--- config.mk ---
export PLATFORM = sky130hd
export DESIGN_NAME = shift_load_ctrl
export DESIGN_NICKNAME = d
export VERILOG_FILES = /design/src/rtl/shift_pkg.sv /design/src/rtl/shift_load_fifo.sv /design/src/rtl/shift_load_ctrl.sv
export SDC_FILE = /design/constraint.sdc
export NUM_CORES = 1
export LEC_CHECK = 0
export CAP_MARGIN = 20
export CORE_MARGIN = 2
export CORE_UTILIZATION = 45
export CTS_BUF_LIST = sky130_fd_sc_hd__clkbuf_8
export CTS_CLUSTER_DIAMETER = 30
export DETAILED_ROUTE_END_ITERATION = 16
export HOLD_SLACK_MARGIN = 0.12
export PLACE_DENSITY = 0.81
export RECOVER_POWER = 100
export SLEW_MARGIN = 40
export SYNTH_ARGS = -nofsm -noshare
export SYNTH_HDL_FRONTEND = slang
export SYNTH_HIERARCHICAL = 1
export SYNTH_SLANG_ARGS = --single-unit
--- constraint.sdc ---
create_clock -name clk -period 2.6 [get_ports clk]
set_clock_uncertainty 0.15 [all_clocks]
set_input_delay 0.78 -clock clk [delete_from_list [all_inputs] [get_ports clk]]
set_output_delay 0.78 -clock clk [all_outputs]
set_load 0.03 [all_outputs]
--- src/rtl/shift_pkg.sv ---
`default_nettype none
// +--------------------------------------------------------------------------+
// | shift_pkg                                                                |
// | Shared types and constants for the shift-register load controller.      |
// | Revision: 1.0 - initial release                                          |
// +--------------------------------------------------------------------------+
package shift_pkg;

  // Controller state encoding
  typedef enum logic [1:0] {
    IDLE  = 2'd0,
    LOAD  = 2'd1,
    SHIFT = 2'd2
  } state_e;

  // Width of the downstream parallel-load shift register
  localparam int SHIFT_W = 3;

  // Width of the completed-frame counter
  localparam int FRAME_CNT_W = 8;

endpackage : shift_pkg
`default_nettype wire

--- src/rtl/shift_load_fifo.sv ---
`default_nettype none
// +--------------------------------------------------------------------------+
// | shift_load_fifo                                                          |
// | Small synchronous FIFO buffering words ahead of the load/shift FSM.     |
// | Pointers wrap naturally; the occupancy count is one bit wider.          |
// | Revision: 1.0 - initial release                                          |
// +--------------------------------------------------------------------------+
module shift_load_fifo #(
  parameter int WIDTH = 3,
  parameter int DEPTH = 2
) (
  input  logic                       clk,
  input  logic                       rstn,
  input  logic                       push_i,
  input  logic                       pop_i,
  input  logic [WIDTH-1:0]           wdata_i,
  output logic [WIDTH-1:0]           head_o,
  output logic                       full_o,
  output logic                       empty_o,
  output logic [$clog2(DEPTH):0]     count_o
);

  localparam int AW = $clog2(DEPTH);
  localparam logic [AW:0] C_FULL_CNT = (AW+1)'(DEPTH);

  logic [WIDTH-1:0] mem_q [DEPTH];
  logic [AW-1:0]    wr_ptr_q;
  logic [AW-1:0]    rd_ptr_q;
  logic [AW:0]      count_q;

  // Storage array: written on push only, contents need no reset
  always_ff @(posedge clk) begin
    if (push_i) begin
      mem_q[wr_ptr_q] <= wdata_i;
    end
  end

  // Pointer and occupancy bookkeeping
  always_ff @(posedge clk) begin
    if (!rstn) begin
      wr_ptr_q <= '0;
      rd_ptr_q <= '0;
      count_q  <= '0;
    end else begin
      if (push_i) begin
        wr_ptr_q <= wr_ptr_q + AW'(1);
      end
      if (pop_i) begin
        rd_ptr_q <= rd_ptr_q + AW'(1);
      end
      case ({push_i, pop_i})
        2'b10:   count_q <= count_q + (AW+1)'(1);
        2'b01:   count_q <= count_q - (AW+1)'(1);
        default: count_q <= count_q;
      endcase
    end
  end

  assign head_o  = mem_q[rd_ptr_q];
  assign full_o  = (count_q == C_FULL_CNT);
  assign empty_o = (count_q == '0);
  assign count_o = count_q;

endmodule : shift_load_fifo
`default_nettype wire

--- src/rtl/shift_load_ctrl.sv ---
`default_nettype none
// +--------------------------------------------------------------------------+
// | shift_load_ctrl                                                          |
// | Feeds a parallel-load shift register: one LOAD cycle per buffered word  |
// | followed by WIDTH SHIFT cycles, with frame busy/done status.            |
// | Optional macro SHIFT_LOAD_CTRL_CNT_EN adds the 8-bit frame_cnt output.  |
// | Revision: 1.0 - initial release                                          |
// +--------------------------------------------------------------------------+
module shift_load_ctrl
  import shift_pkg::*;
#(
  parameter int WIDTH = SHIFT_W,
  parameter int DEPTH = 2
) (
  input  logic                   clk,
  input  logic                   rstn,
  input  logic                   in_valid,
  input  logic [WIDTH-1:0]       in_data,
  output logic                   in_ready,
  output logic                   load,
  output logic [WIDTH-1:0]       load_data,
  output logic                   busy,
  output logic                   done
`ifdef SHIFT_LOAD_CTRL_CNT_EN
  ,output logic [FRAME_CNT_W-1:0] frame_cnt
`endif
);

  localparam int CW = (WIDTH > 1) ? $clog2(WIDTH) : 1;
  localparam logic [CW-1:0] C_CNT_LAST = CW'(WIDTH - 1);

  state_e                  state_q, state_d;
  logic [CW-1:0]           shift_cnt_q, shift_cnt_d;
  logic                    fifo_push, fifo_pop;
  logic                    fifo_full, fifo_empty;
  logic [WIDTH-1:0]        fifo_head;
  logic [$clog2(DEPTH):0]  fifo_count;

  // in_ready looks only at the registered occupancy, never at a same-cycle pop
  assign in_ready  = !fifo_full;
  assign fifo_push = in_valid && !fifo_full;

  shift_load_fifo #(
    .WIDTH (WIDTH),
    .DEPTH (DEPTH)
  ) u_fifo (
    .clk     (clk),
    .rstn    (rstn),
    .push_i  (fifo_push),
    .pop_i   (fifo_pop),
    .wdata_i (in_data),
    .head_o  (fifo_head),
    .full_o  (fifo_full),
    .empty_o (fifo_empty),
    .count_o (fifo_count)
  );

  // State and shift-counter registers
  always_ff @(posedge clk) begin
    if (!rstn) begin
      state_q     <= IDLE;
      shift_cnt_q <= '0;
    end else begin
      state_q     <= state_d;
      shift_cnt_q <= shift_cnt_d;
    end
  end

  // Next-state logic; the word is popped on the edge that leaves LOAD
  always_comb begin
    state_d     = state_q;
    shift_cnt_d = shift_cnt_q;
    fifo_pop    = 1'b0;
    case (state_q)
      IDLE: begin
        if (!fifo_empty) begin
          state_d = LOAD;
        end
      end
      LOAD: begin
        // LOAD is only entered with a non-empty FIFO; the count guard
        // keeps the pointers sane if that ever stops holding.
        fifo_pop    = (fifo_count != '0);
        shift_cnt_d = C_CNT_LAST;
        state_d     = SHIFT;
      end
      SHIFT: begin
        if (shift_cnt_q == '0) begin
          state_d = fifo_empty ? IDLE : LOAD;
        end else begin
          shift_cnt_d = shift_cnt_q - CW'(1);
        end
      end
      default: begin
        state_d     = IDLE;
        shift_cnt_d = '0;
      end
    endcase
  end

  assign load      = (state_q == LOAD);
  assign load_data = (state_q == LOAD) ? fifo_head : '0;
  assign busy      = (state_q != IDLE);
  assign done      = (state_q == SHIFT) && (shift_cnt_q == '0);

`ifdef SHIFT_LOAD_CTRL_CNT_EN
  logic [FRAME_CNT_W-1:0] frame_cnt_q;

  // Completed-frame counter, wraps naturally at 2^FRAME_CNT_W
  always_ff @(posedge clk) begin
    if (!rstn) begin
      frame_cnt_q <= '0;
    end else if (done) begin
      frame_cnt_q <= frame_cnt_q + FRAME_CNT_W'(1);
    end
  end

  assign frame_cnt = frame_cnt_q;
`endif

endmodule : shift_load_ctrl
`default_nettype wire
==> impl_metrics.json, run 1 <==
{
  "dr.pass1.iters": 2,
  "crit_arrival_ns": 1.61,
  "ys_seq_area_share_pct": 45.9,
  "slowest_stage": "clkdlybuf4s50_1",
  "grt_pass1_wl_um": 2010,
  "powerDensity_nw_per_um2": 979,
  "swShare_pct": 36.9,
  "worst_setup_path_end_kind": "output port",
  "hpwl_um": 946,
  "p_switching_uw": 348,
  "max_slew_margin_pct": 77.6,
  "r2r_end": "u_fifo/count_o[1]$_SDFFE_PN0P_",
  "grt_start_max_net_pins": 11,
  "drcViolationCount": 0,
  "regToRegStartpoint": "u_fifo/count_o[0]$_SDFFE_PN0P_",
  "overflow": 0,
  "crit_fanout": 5,
  "cts_setup_buffers": 0,
  "synth.area.top_cells": "dfxtp_1 23%, edfxtp_1 23%, ha_1 13%",
  "worst_slew_pin_slew_ns": 0.335,
  "routed_wl_um": 1230,
  "insertion_delay_ns": 0.25,
  "cts_tree": "done",
  "power_frac_clock_pct": 19.1,
  "setup_viol": 0,
  "layout_setup_ws_ns": 0.0615,
  "wl_per_cell_um": 11.6,
  "netlist_instances": 73,
  "crit_start": "u_fifo/count_o[0]$_SDFFE_PN0P_",
  "die_h_um": 45.8,
  "outcome": "finished, final reports clean",
  "fin_crit_sh_pct": 97.6,
  "clk_path_buf_depth": 2,
  "root_buffer": "clkbuf_8",
  "crit_required_ns": 1.67,
  "ff2ff_path_depth": 6,
  "ff2ff_setup_slack_ns": 0.63,
  "max_stage_delay_ns": 0.65,
  "synth_area_leader_cell": "dfxtp_1",
  "pwr-share-comb_pct": 45.5,
  "holdCritStartpoint": "shift_cnt_q[1]$_SDFFE_PN0P_",
  "synth.distinct_cells": 25,
  "fill_cells": 151,
  "grt_antenna_before_repair": 0,
  "area_delta_synth_final_pct": 22.9,
  "rsz0062_at_grt": "no",
  "clock-sinks": 15,
  "core_area_um2": 1690,
  "gp_congestion": 0.746,
  "p_leak_uw": 0.000399,
  "drv_cap": 0,
  "vias_per_cell": 5.04,
  "finalCriticalPeriod_ns": 2.54,
  "ys_ff_latch": 15,
  "yosys_warnings": 6,
  "slew_viol_final": 0,
  "startpoint_type": "flip-flop",
  "routed-via-count": 534,
  "hold_ws_ns": 0.313,
  "holdPathEnd": "shift_cnt_q[1]$_SDFFE_PN0P_",
  "num_rows": 15,
  "grt_pass1_vias": 498,
  "initial_utilization_pct": 46.5,
  "die_width_um": 45.8,
  "synth.avg_cell_area_um2": 10.8,
  "track_usage_pct": 14.4,
  "peakVddDrop_mv": 0.480,
  "cp_cell_sequence": "and2b_2 > inv_1 > clkdlybuf4s50_1",
  "pwr-share-seq_pct": 35.4,
  "hold_class": "reg -> reg",
  "dpl_worst_slack_ns": 0.0460,
  "synth_top_area_share_pct": 22.9,
  "nets": 104,
  "drt_iter0_drc": 1,
  "final_hold_viol_count": 0,
  "final_cell_mix": "9 x inv_1, 9 x dfxtp_1, 8 x ha_1, 6 x edfxtp_1",
  "final_area_um2": 966,
  "clk_pin_slew_worst_paths_ns": 0.06,
  "synth_nets": 87,
  "setup_total_negative_slack_ns": 0,
  "fmax_mhz": 394,
  "drive_above_1_share_pct": 12.4,
  "io_pins": 13,
  "finalCoreUtilization_pct": 57.2,
  "critPathKind": "reg -> out",
  "internal_power_uw": 597,
  "placed_cell_area_um2": 927,
  "dieArea_um2": 2100,
  "min_path_cells": 2,
  "port_buffers": 12,
  "cts_buffers": 3,
  "diodes": 0,
  "netlist_area_um2": 786,
  "htree_levels": 1,
  "ant_nets": 0
}
## timing repair
| item | 4_1_cts | 5_1_grt |
|---|---|---|
| hold buffers | 0 | 0 |
| gates resized for setup | 5 | 0 |
| endpoints found under the setup margin | 5 | 0 |
## through the flow
| stage | instances | total power (µW) |
|---|---|---|
| after global routing | 106 | 1010 |
| after floorplan | 73 | 662 |
| final | 106 | 945 |
| after global placement | 102 | 785 |
| after detailed placement | 102 | 797 |
| after CTS | 106 | 964 |
## kinds of logic (layout without fill, tap and decap cells)
group           after synthesis  after routing  synth area share [%]
xor+xnor                      3              3                  3.34
mux                           3              3                  4.30
flops                        15             15                  45.9
simple gates                 23             23                  18.8
compound gates               13             13                  11.1
buf+inv                       8             24                  3.82
fa+ha+maj                     8              8                  12.7
## worst max-delay path by stage
stage | end
final | in_ready
after global routing | load
after CTS | in_ready
after detailed placement | u_fifo/count_o[1]$_SDFFE_PN0P_
after global placement | u_fifo/count_o[1]$_SDFFE_PN0P_
after floorplan | u_fifo/count_o[1]$_SDFFE_PN0P_
## metal layers
metal / vias to the layer above / routed length (µm) / GRT usage [%]
met4: 0 / 42 / 12.0
met3: 6 / 48 / 3.57
met5: - / 0 / 0
met2: 11 / 560 / 22.5
met1: 242 / 581 / 16.3
li1: 275 / - / -
## synthesized netlist by cell type (all sizes together)
cell type / number
a21oi: 1
and2b: 2
a21boi: 3
nand2: 1
nor2: 4
a21o: 1
o21ai: 4
edfxtp: 6
or3: 1
a32oi: 1
dfxtp: 9
o21a: 2
and2: 9
mux2: 3
nor2b: 4
nand3: 1
xor2: 1
o31ai: 1
xnor2: 2
inv: 8
ha: 8
or3b: 1
## cell type report
class,count,area (µm²),area share (%)
repair buffers,12,114,11.8
multi-input cells,50,395,40.9
inverters,8,30.0,3.11
clock buffers,3,41.3,4.27
flip-flops and latches,15,360,37.3
clock inverters,1,3.75,0.389
well taps,17,21.3,2.20
## sequential cells by signal, summed over array words and instances (netlist names), named ones only
signal,flops
shift_cnt_q,2
state_q,2
u_fifo/rd_ptr_q,1
u_fifo/wr_ptr_q,1
u_fifo/count_o,2
u_fifo/mem_q,6
## power by group through the flow
stage                     clock network [µW]  logic, µW  registers [µW]
after global routing                     192        478             342
after CTS                                187        441             335
final                                    181        430             334
after detailed placement                   0        457             340
after floorplan                            0        333             329
after global placement                     0        448             337
## critical path, delay by kind of cell, from the launching register on
kind | cells | cell delay [ns]
buffers and inverters | 2 | 0.70
AND/OR/NAND/NOR | 1 | 0.25
flip-flops | 1 | 0.41
Power figures use the tool's default switching activity.
==> inputs of run 2 (changes only) <==
CTS_BUF_LIST = default   (was sky130_fd_sc_hd__clkbuf_8)
CTS_CLUSTER_DIAMETER = 150   (was 30)
==> run 2 against run 1 <==
Against the previous run: final area decreased by 3.5%; total power down 8.5%; register-to-register slack got worse by 0.03 ns; sequential power barely moved; worst hold slack better by 0.0026 ns; count of clock-buffer cells in the layout is 1 higher; combinational power is 6.0% lower; utilization down 2.0 points; clock power is 30% lower; sequential cell count stayed put; setup slack better by 0.020 ns; critical endpoint is now done.
==> impl_metrics.json, run 2 (synthesis results as in run 1) <==
{
  "diodes": 0,
  "routed-via-count": 536,
  "ff2ff_setup_slack_ns": 0.60,
  "largest_register_ffs": 6,
  "overflow": 0,
  "ff2ff_path_depth": 6,
  "startpoint_type": "flip-flop",
  "clock-sinks": 15,
  "routed_wl_um": 1260,
  "p_leak_uw": 0.000380,
  "area_delta_synth_final_pct": 18.6,
  "final_cell_mix": "9 x dfxtp_1, 8 x inv_1, 8 x ha_1, 6 x edfxtp_1",
  "die_h_um": 45.8,
  "final_hold_viol_count": 0,
  "crit_arrival_ns": 1.59,
  "powerDensity_nw_per_um2": 928,
  "htree_levels": 1,
  "drv_cap": 0,
  "clk_path_buf_depth": 2,
  "grt_pass1_vias": 507,
  "internal_power_uw": 524,
  "io_pins": 13,
  "clk_pin_slew_worst_paths_ns": 0.08,
  "peakVddDrop_mv": 0.503,
  "regToRegStartpoint": "u_fifo/count_o[0]$_SDFFE_PN0P_",
  "pwr-share-comb_pct": 46.8,
  "grt_start_max_net_pins": 11,
  "cts_setup_buffers": 0,
  "num_rows": 15,
  "track_usage_pct": 13.8,
  "hpwl_um": 946,
  "placed_cell_area_um2": 927,
  "crit_fanout": 5,
  "layout_commonest_cell": "dfxtp_1",
  "setup_viol": 0,
  "vias_per_cell": 5.06,
  "crit_start": "state_q[0]$_SDFFE_PN0P_",
  "worst_setup_path_end_kind": "output port",
  "outcome": "finished, final reports clean",
  "wl_per_cell_um": 11.8,
  "finalCriticalPeriod_ns": 2.52,
  "insertion_delay_ns": 0.27,
  "p_switching_uw": 341,
  "setup_total_negative_slack_ns": 0,
  "crit_end": "done",
  "nets": 104,
  "rsz0062_at_grt": "no",
  "drcViolationCount": 0,
  "hold_class": "reg -> reg",
  "drt_iter0_drc": 5,
  "worst_slew_pin_slew_ns": 0.364,
  "top_register": "u_fifo/mem_q",
  "slew_viol_final": 0,
  "pwr-share-seq_pct": 38.7,
  "power_frac_clock_pct": 14.6,
  "grt_pass1_wl_um": 1990,
  "max_slew_margin_pct": 75.8,
  "critPathKind": "reg -> out",
  "ant_nets": 0,
  "die_width_um": 45.8,
  "dieArea_um2": 2100,
  "crit_required_ns": 1.67,
  "grt_antenna_before_repair": 0,
  "port_buffers": 12,
  "cts_buffers": 3,
  "final_area_um2": 932,
  "core_area_um2": 1690,
  "root_buffer": "clkbuf_4",
  "initial_utilization_pct": 46.5,
  "dr.pass1.iters": 3,
  "fill_cells": 160,
  "gp_congestion": 0.746,
  "fmax_mhz": 397,
  "r2r_end": "u_fifo/count_o[1]$_SDFFE_PN0P_",
  "swShare_pct": 39.4,
  "drive_above_1_share_pct": 11.2,
  "cts_tree": "done",
  "fin_crit_sh_pct": 96.9
}
[run 2: stage by stage]
step | std cells | hold WS, ns | total power [µW] | util (%) | worst slack (ns)
detailed placement | 102 | 0.308 | 797 | 54.9 | 0.0460
finish | 106 | 0.316 | 865 | 55.2 | 0.0815
global route | 106 | 0.356 | 931 | 55.2 | 0.00153
floorplan | 73 | 0.295 | 662 | - | 0.572
global placement | 102 | 0.305 | 785 | 54.9 | 0.0846
CTS | 106 | 0.319 | 906 | 56.1 | 0.0120
[run 2: cell type report]
type,instances,area [µm²],area share [%]
Clock buffer,4,26.3,2.82
Tap cell,17,21.3,2.28
Sequential cell,15,360,38.7
Timing Repair Buffer,12,101,10.9
Multi-Input combinational cell,50,393,42.1
Inverter,8,30.0,3.22
[run 2: worst min path at each step]
stage                     slack, ns  cells after the start                   startpoint                     endpoint
after floorplan                0.29                      2  shift_cnt_q[1]$_SDFFE_PN0P_  shift_cnt_q[1]$_SDFFE_PN0P_
after global placement         0.31                      2  shift_cnt_q[1]$_SDFFE_PN0P_  shift_cnt_q[1]$_SDFFE_PN0P_
after detailed placement       0.31                      2  shift_cnt_q[1]$_SDFFE_PN0P_  shift_cnt_q[1]$_SDFFE_PN0P_
after CTS                      0.32                      2  shift_cnt_q[1]$_SDFFE_PN0P_  shift_cnt_q[1]$_SDFFE_PN0P_
after global routing           0.36                      2  shift_cnt_q[1]$_SDFFE_PN0P_  shift_cnt_q[1]$_SDFFE_PN0P_
final                          0.32                      2  shift_cnt_q[1]$_SDFFE_PN0P_  shift_cnt_q[1]$_SDFFE_PN0P_
[run 2: worst max-delay path, cell delays in order, from the launching register on]
cell	delay, ns
dfxtp_1	0.42
inv_1	0.11
ha_1	0.25
and2_1	0.18
dlygate4sd2_1	0.35
[run 2: power groups by stage]
stage / sequential (µW) / combinational (µW) / clock (µW)
floorplan: 329 / 333 / 0
global placement: 337 / 448 / 0
detailed placement: 340 / 457 / 0
CTS: 335 / 441 / 129
global route: 341 / 450 / 140
finish: 335 / 404 / 126
[run 2: what timing repair did]
item,4_1_cts,5_1_grt
setup endpoints to repair,5,2
gates resized for setup,5,2
hold buffers,0,0
gates cloned,0,0
[run 2: per-layer routing]
| metal | vias to the layer above | track usage, % | share of wire, % |
|---|---|---|---|
| met2 | 10 | 22.5 | 49 |
| met1 | 248 | 16.1 | 47 |
| met4 | 0 | 8.57 | 0.96 |
| li1 | 276 | - | - |
| met5 | - | 0 | 0 |
| met3 | 2 | 3.57 | 3.4 |
